## src/rtl/apb_mst_bridge_pkg.sv

```systemverilog
// Shared types for the APB initiator bridge: default APB request/response
// structs, slave error encodings and the bridge state encoding.
package apb_mst_bridge_pkg;

  localparam int APB_AW = 32;
  localparam int APB_DW = 32;
  localparam int APB_SW = APB_DW / 8;

  // pslverr encodings
  localparam logic RESP_OKAY   = 1'b0;
  localparam logic RESP_SLVERR = 1'b1;

  typedef enum logic [1:0] {
    IDLE   = 2'd0,
    SETUP  = 2'd1,
    ACCESS = 2'd2,
    RESP   = 2'd3
  } mst_state_e;

  typedef struct packed {
    logic [APB_AW-1:0] paddr;
    logic [2:0]        pprot;
    logic              psel;
    logic              penable;
    logic              pwrite;
    logic [APB_DW-1:0] pwdata;
    logic [APB_SW-1:0] pstrb;
  } apb_req_t;

  typedef struct packed {
    logic [APB_DW-1:0] prdata;
    logic              pready;
    logic              pslverr;
  } apb_resp_t;

endpackage

```

## src/rtl/apb_mst_bridge.sv

```systemverilog
// APB initiator bridge: one valid/ready request becomes one APB SETUP/ACCESS
// transfer; the result comes back on a valid/ready response channel. An
// optional timeout abandons a slave that never raises pready.
//
// Handshake rule for both channels: a beat transfers on the rising clk_i edge
// where valid and ready are both 1; the response holds all fields stable while
// rsp_valid_o=1 and rsp_ready_i=0, and no request is accepted until the
// response has been consumed.
module apb_mst_bridge
  import apb_mst_bridge_pkg::*;
#(
  parameter type         req_t         = apb_req_t,
  parameter type         resp_t        = apb_resp_t,
  parameter int          AddrWidth     = 32,
  parameter int          DataWidth     = 32,
  parameter int          TimeoutCycles = 0,
  parameter logic [31:0] TimeoutData   = 32'hBADCAB1E,
  localparam int         StrbWidth     = DataWidth / 8
) (
  input  logic                 clk_i,
  input  logic                 rst_i,
  input  logic                 req_valid_i,
  output logic                 req_ready_o,
  input  logic [AddrWidth-1:0] req_addr_i,
  input  logic                 req_write_i,
  input  logic [DataWidth-1:0] req_wdata_i,
  input  logic [StrbWidth-1:0] req_strb_i,
  input  logic [2:0]           req_prot_i,
  output logic                 rsp_valid_o,
  input  logic                 rsp_ready_i,
  output logic [DataWidth-1:0] rsp_rdata_o,
  output logic                 rsp_err_o,
  output logic                 rsp_tout_o,
  output req_t                 mst_req_o,
  input  resp_t                mst_resp_i,
  output mst_state_e           dbg_state_o
);

  localparam int CntW = (TimeoutCycles > 0) ? $clog2(TimeoutCycles + 1) : 1;
  localparam logic [DataWidth-1:0] ToutData = DataWidth'(TimeoutData);

  mst_state_e           r_state;
  req_t                 r_mst_req;
  logic                 r_rsp_valid;
  logic [DataWidth-1:0] r_rsp_rdata;
  logic                 r_rsp_err;
  logic                 r_rsp_tout;
  logic [CntW-1:0]      r_tcnt;

  logic w_apb_done;
  logic w_tout_hit;

  // Slave completion is only meaningful in the ACCESS phase.
  assign w_apb_done = r_mst_req.psel && r_mst_req.penable && mst_resp_i.pready;
  // Last permitted ACCESS cycle; never true when the timeout is disabled.
  assign w_tout_hit = (TimeoutCycles > 0) && (r_tcnt == CntW'(TimeoutCycles - 1));

  assign req_ready_o = (r_state == IDLE);
  assign rsp_valid_o = r_rsp_valid;
  assign rsp_rdata_o = r_rsp_rdata;
  assign rsp_err_o   = r_rsp_err;
  assign rsp_tout_o  = r_rsp_tout;
  assign mst_req_o   = r_mst_req;
  assign dbg_state_o = r_state;

  // Transfer FSM with registered APB and response outputs.
  always_ff @(posedge clk_i) begin
    if (rst_i) begin
      r_state     <= IDLE;
      r_mst_req   <= '0;
      r_rsp_valid <= 1'b0;
      r_rsp_rdata <= '0;
      r_rsp_err   <= 1'b0;
      r_rsp_tout  <= 1'b0;
      r_tcnt      <= '0;
    end else begin
      case (r_state)
        IDLE: begin
          if (req_valid_i) begin
            r_mst_req.paddr   <= req_addr_i;
            r_mst_req.pprot   <= req_prot_i;
            r_mst_req.pwrite  <= req_write_i;
            // Reads never present write data or strobes on the bus.
            r_mst_req.pwdata  <= req_write_i ? req_wdata_i : '0;
            r_mst_req.pstrb   <= req_write_i ? req_strb_i : '0;
            r_mst_req.psel    <= 1'b1;
            r_mst_req.penable <= 1'b0;
            r_state           <= SETUP;
          end
        end
        SETUP: begin
          r_mst_req.penable <= 1'b1;
          r_tcnt            <= '0;
          r_state           <= ACCESS;
        end
        ACCESS: begin
          if (w_apb_done) begin
            r_rsp_rdata       <= r_mst_req.pwrite ? '0 : mst_resp_i.prdata;
            r_rsp_err         <= (mst_resp_i.pslverr == RESP_SLVERR);
            r_rsp_tout        <= 1'b0;
            r_rsp_valid       <= 1'b1;
            r_mst_req.psel    <= 1'b0;
            r_mst_req.penable <= 1'b0;
            r_state           <= RESP;
          end else if (w_tout_hit) begin
            // Dead slave: leave the transfer without pready.
            r_rsp_rdata       <= ToutData;
            r_rsp_err         <= 1'b1;
            r_rsp_tout        <= 1'b1;
            r_rsp_valid       <= 1'b1;
            r_mst_req.psel    <= 1'b0;
            r_mst_req.penable <= 1'b0;
            r_state           <= RESP;
          end else if (TimeoutCycles > 0) begin
            r_tcnt <= r_tcnt + CntW'(1);
          end
        end
        RESP: begin
          if (rsp_ready_i) begin
            r_rsp_valid <= 1'b0;
            r_state     <= IDLE;
          end
        end
        default: r_state <= IDLE;
      endcase
    end
  end

  // APB address/control/data hold from SETUP through the end of ACCESS.
  a_apb_stable: assert property (@(posedge clk_i) disable iff (rst_i)
    (r_state == ACCESS) |-> ($stable(r_mst_req.paddr) && $stable(r_mst_req.pwrite) &&
                             $stable(r_mst_req.pwdata) && $stable(r_mst_req.pstrb) &&
                             $stable(r_mst_req.pprot) && r_mst_req.psel));

  // A stalled response keeps every field unchanged.
  a_rsp_stable: assert property (@(posedge clk_i) disable iff (rst_i)
    (r_rsp_valid && !rsp_ready_i) |=> (r_rsp_valid && $stable(r_rsp_rdata) &&
                                       $stable(r_rsp_err) && $stable(r_rsp_tout)));

endmodule

```

## config.mk

```make
export PLATFORM = sky130hd
export DESIGN_NAME = apb_mst_bridge
export DESIGN_NICKNAME = d
export VERILOG_FILES = /design/src/rtl/apb_mst_bridge_pkg.sv /design/src/rtl/apb_mst_bridge.sv
export SDC_FILE = /design/constraint.sdc
export NUM_CORES = 1
export LEC_CHECK = 0
export CAP_MARGIN = 20
export CORE_AREA = 10 10 111 113
export DETAILED_ROUTE_END_ITERATION = 7
export DIE_AREA = 0 0 121 123
export PLACE_DENSITY = 0.79
export SLEW_MARGIN = 40
export SYNTH_ARGS = -nofsm -noshare
export SYNTH_HDL_FRONTEND = slang
export SYNTH_SLANG_ARGS = --single-unit
```

## constraint.sdc

```tcl
create_clock -name clk_i -period 4.1 [get_ports clk_i]
set_input_delay 0.82 -clock clk_i [delete_from_list [all_inputs] [get_ports clk_i]]
set_output_delay 0.82 -clock clk_i [all_outputs]
set_load 0.1 [all_outputs]
```

==> out/metrics.cfg <==
[critical_path]
worst_ep_arrival_time_ns=1.54
r2r_setup_slack_ns=2.12
worst_setup_path_start_kind=flop
critPathSlowestCell=buf_2
cp_max_fo=6
max_stage_delay_ns=0.46
required_ns=3.28
path_cells=inv_1 > ha_1 > buf_2
crit_type=flop to output pin
end_kind=output pin

[layout]
final_common_cell=nand2_1
final_nets=814
seqCellArea_sq_um=2200
nFillCells=908
drive_above_1_share=0.195
n_antenna_cell=0
final_cell_mix=143 x nand2_1, 111 x buf_2, 110 x dfxtp_1
multiInputGateArea_sq_um=1720
syn2layout_area_growth_pct=46.2

[sta]
layout_min_cycle_time_ns=2.36
finalHoldViolations=0
slew_headroom=0.567
setup_viol=0
rsz0062_at_grt=no
max_slew.worst_pin.slew_ns=0.647
finClkSkew_ns=0.00757
worst_slack_ns=1.74
maxSlewViolCount=0
finalCritPeriodShare=0.575
max_freq_mhz=424
fin_tns_setup_ns=0

[cts]
cts_num_sinks=110
cts_setup_buffers=0
tritoncts=yes
clkSlewWorstSetupHoldPaths_ns=0.09
cts.hold.buffers_added=0
htreeDepth=3
ctsResizeCount=0
root_buffer=clkbuf_8
clk_latency_ns=0.36
cts_buffers=9
cts_buffer_depth=2

[pwr]
swShare=0.492
internal-power_mw=1.86
power_density_nw_per_um2=606
p_sw_mw=1.80
seqPwrFrac=0.346
comb_power_share=0.472
clkPwrFrac=0.181
peakVddDrop_mv=0.436
leakagePower_nw=2.48

[global_route]
grt_use_met3=0.0916
top_usage_layer=met2
antenna_found_initial=0
grt-ovfl-total=0
met2_usage=0.284
grt_pass1_wl_mm=21.5
grt_max_degree=114
grt_pass1_vias=4203
grt_util_all_layers=0.178
grt.met1_usage=0.203

[placement]
port_buffers=220
dp_slack_ns=1.59
dp_hpwl_mm=10.3
gp_congestion=0.766

[die]
rows=37
die_w_microns=121
die_h_microns=123
initial_core_util=0.407
top_level_ports=222
dieArea_sq_um=14900
core_sq_um=10100

[drt]
vias=4155
routed_wl_mm=14.0
detail_route.wl_per_cell_microns=16.7
via_per_inst=4.95
drtPass1Iterations=4
drt_iter0_markers=318
ant_nets=0
drcViolationCount=0

[synthesis]
synthCells=502
yosysUniqueCellTypes=26
synth_edf_count=0
yosysWarnings=0
synth_area_sq_um=4130
avgSynthCellArea_sq_um=8.23
yosysSeqAreaShare=0.533
ys.flop_type=dfxtp_1
ys_ff_latch=110
synth_fp_nets=617
async_flop_share=0

[run_status]
outcome=finished, final reports clean

[job]
max_cap_viol_count=0

[worst_hold_path]
hp-class=flop to flop

area by class of cell:
| type | instances | area share |
|---|---|---|
| clock buffer | 13 | 0.0263 |
| clock inverter | 3 | 0.00705 |
| timing repair buffer | 228 | 0.287 |
| inverter | 4 | 0.00249 |
| tap | 136 | 0.0282 |
| sequential | 110 | 0.365 |
| multi-input combinational | 346 | 0.284 |
worst max-delay path, delay by kind of cell (launching register included):
family	cells	cell delay (ns)
buffers and inverters	2	0.56
adders and majority gates	1	0.24
DFF	1	0.37
cell families (layout without fill, tap and decap cells):
logic type,Yosys count,in the layout,synth area share
AO/OA/AOI/OAI,113,113,0.142
adder cells (fa/ha/maj),5,5,0.0152
buffers and inverters,46,248,0.0521
flip-flops,110,110,0.533
multiplexers,2,2,0.00485
other,1,1,0.000908
AND/OR/NAND/NOR,225,225,0.252
state kept, by name, summed over array words and instances (netlist names):
register     flops
dbg_state_o      2
mst_req_o       74
rsp_err_o        1
rsp_rdata_o     32
rsp_valid_o      1
cells in the mapped netlist, types with 2 or more instances:
| library cell | instances | share of area |
|---|---|---|
| a21oi_1 | 107 | 0.13 |
| nand3_1 | 37 | 0.045 |
| buf_2 | 10 | 0.012 |
| nand2b_1 | 5 | 0.0076 |
| inv_1 | 4 | 0.0036 |
| nand3b_1 | 32 | 0.058 |
| nand2_1 | 144 | 0.13 |
| mux2i_1 | 2 | 0.0048 |
| buf_6 | 3 | 0.0082 |
| nor2b_1 | 2 | 0.0030 |
| clkbuf_1 | 19 | 0.017 |
| nor2_1 | 2 | 0.0018 |
| buf_4 | 2 | 0.0036 |
| buf_1 | 8 | 0.0073 |
| ha_1 | 5 | 0.015 |
| dfxtp_1 | 110 | 0.53 |
layer usage:
layer | vias up | wire length (microns)
met1 | 1924 | 5660
met2 | 162 | 6460
met4 | 0 | 203
li1 | 2056 | -
met3 | 13 | 1670
met5 | - | 0
through the flow:
stage | cells | hold WS, ns | instance area (sq um) | util | power (mW)
4_1_cts | 839 | 0.454 | 6020 | 0.593 | 3.69
2_1_floorplan | 502 | 0.880 | 4130 | - | 2.66
3_3_place_gp | 823 | 0.437 | 6370 | 0.628 | 3.13
5_1_grt | 840 | 0.464 | 6040 | 0.595 | 3.83
6_report | 840 | 0.451 | 6040 | 0.595 | 3.66
3_5_place_dp | 823 | 0.440 | 5820 | 0.574 | 3.03
path summary, 6_finish.rpt:
| check | startpoint | to | cells past startpoint |
|---|---|---|---|
| max | dbg_state_o[1]$_SDFFE_PP0P_ | req_ready_o | 3 |
| min | mst_req_o[29]$_SDFFE_PP0P_ | mst_req_o[29]$_SDFFE_PP0P_ | 2 |
| max reg2reg | dbg_state_o[0]$_SDFFE_PP0P_ | mst_req_o[61]$_SDFFE_PP0P_ | 6 |
| min reg2reg | mst_req_o[29]$_SDFFE_PP0P_ | mst_req_o[29]$_SDFFE_PP0P_ | 2 |
power groups by stage:
stage	Sequential [mW]	Combinational, mW	Clock [mW]
CTS	1.27	1.74	0.684
global route	1.28	1.82	0.732
finish	1.27	1.73	0.663
floorplan	2.18	0.475	0
detailed placement	1.29	1.74	0
global placement	1.29	1.84	0
Power figures use the tool's default switching activity.
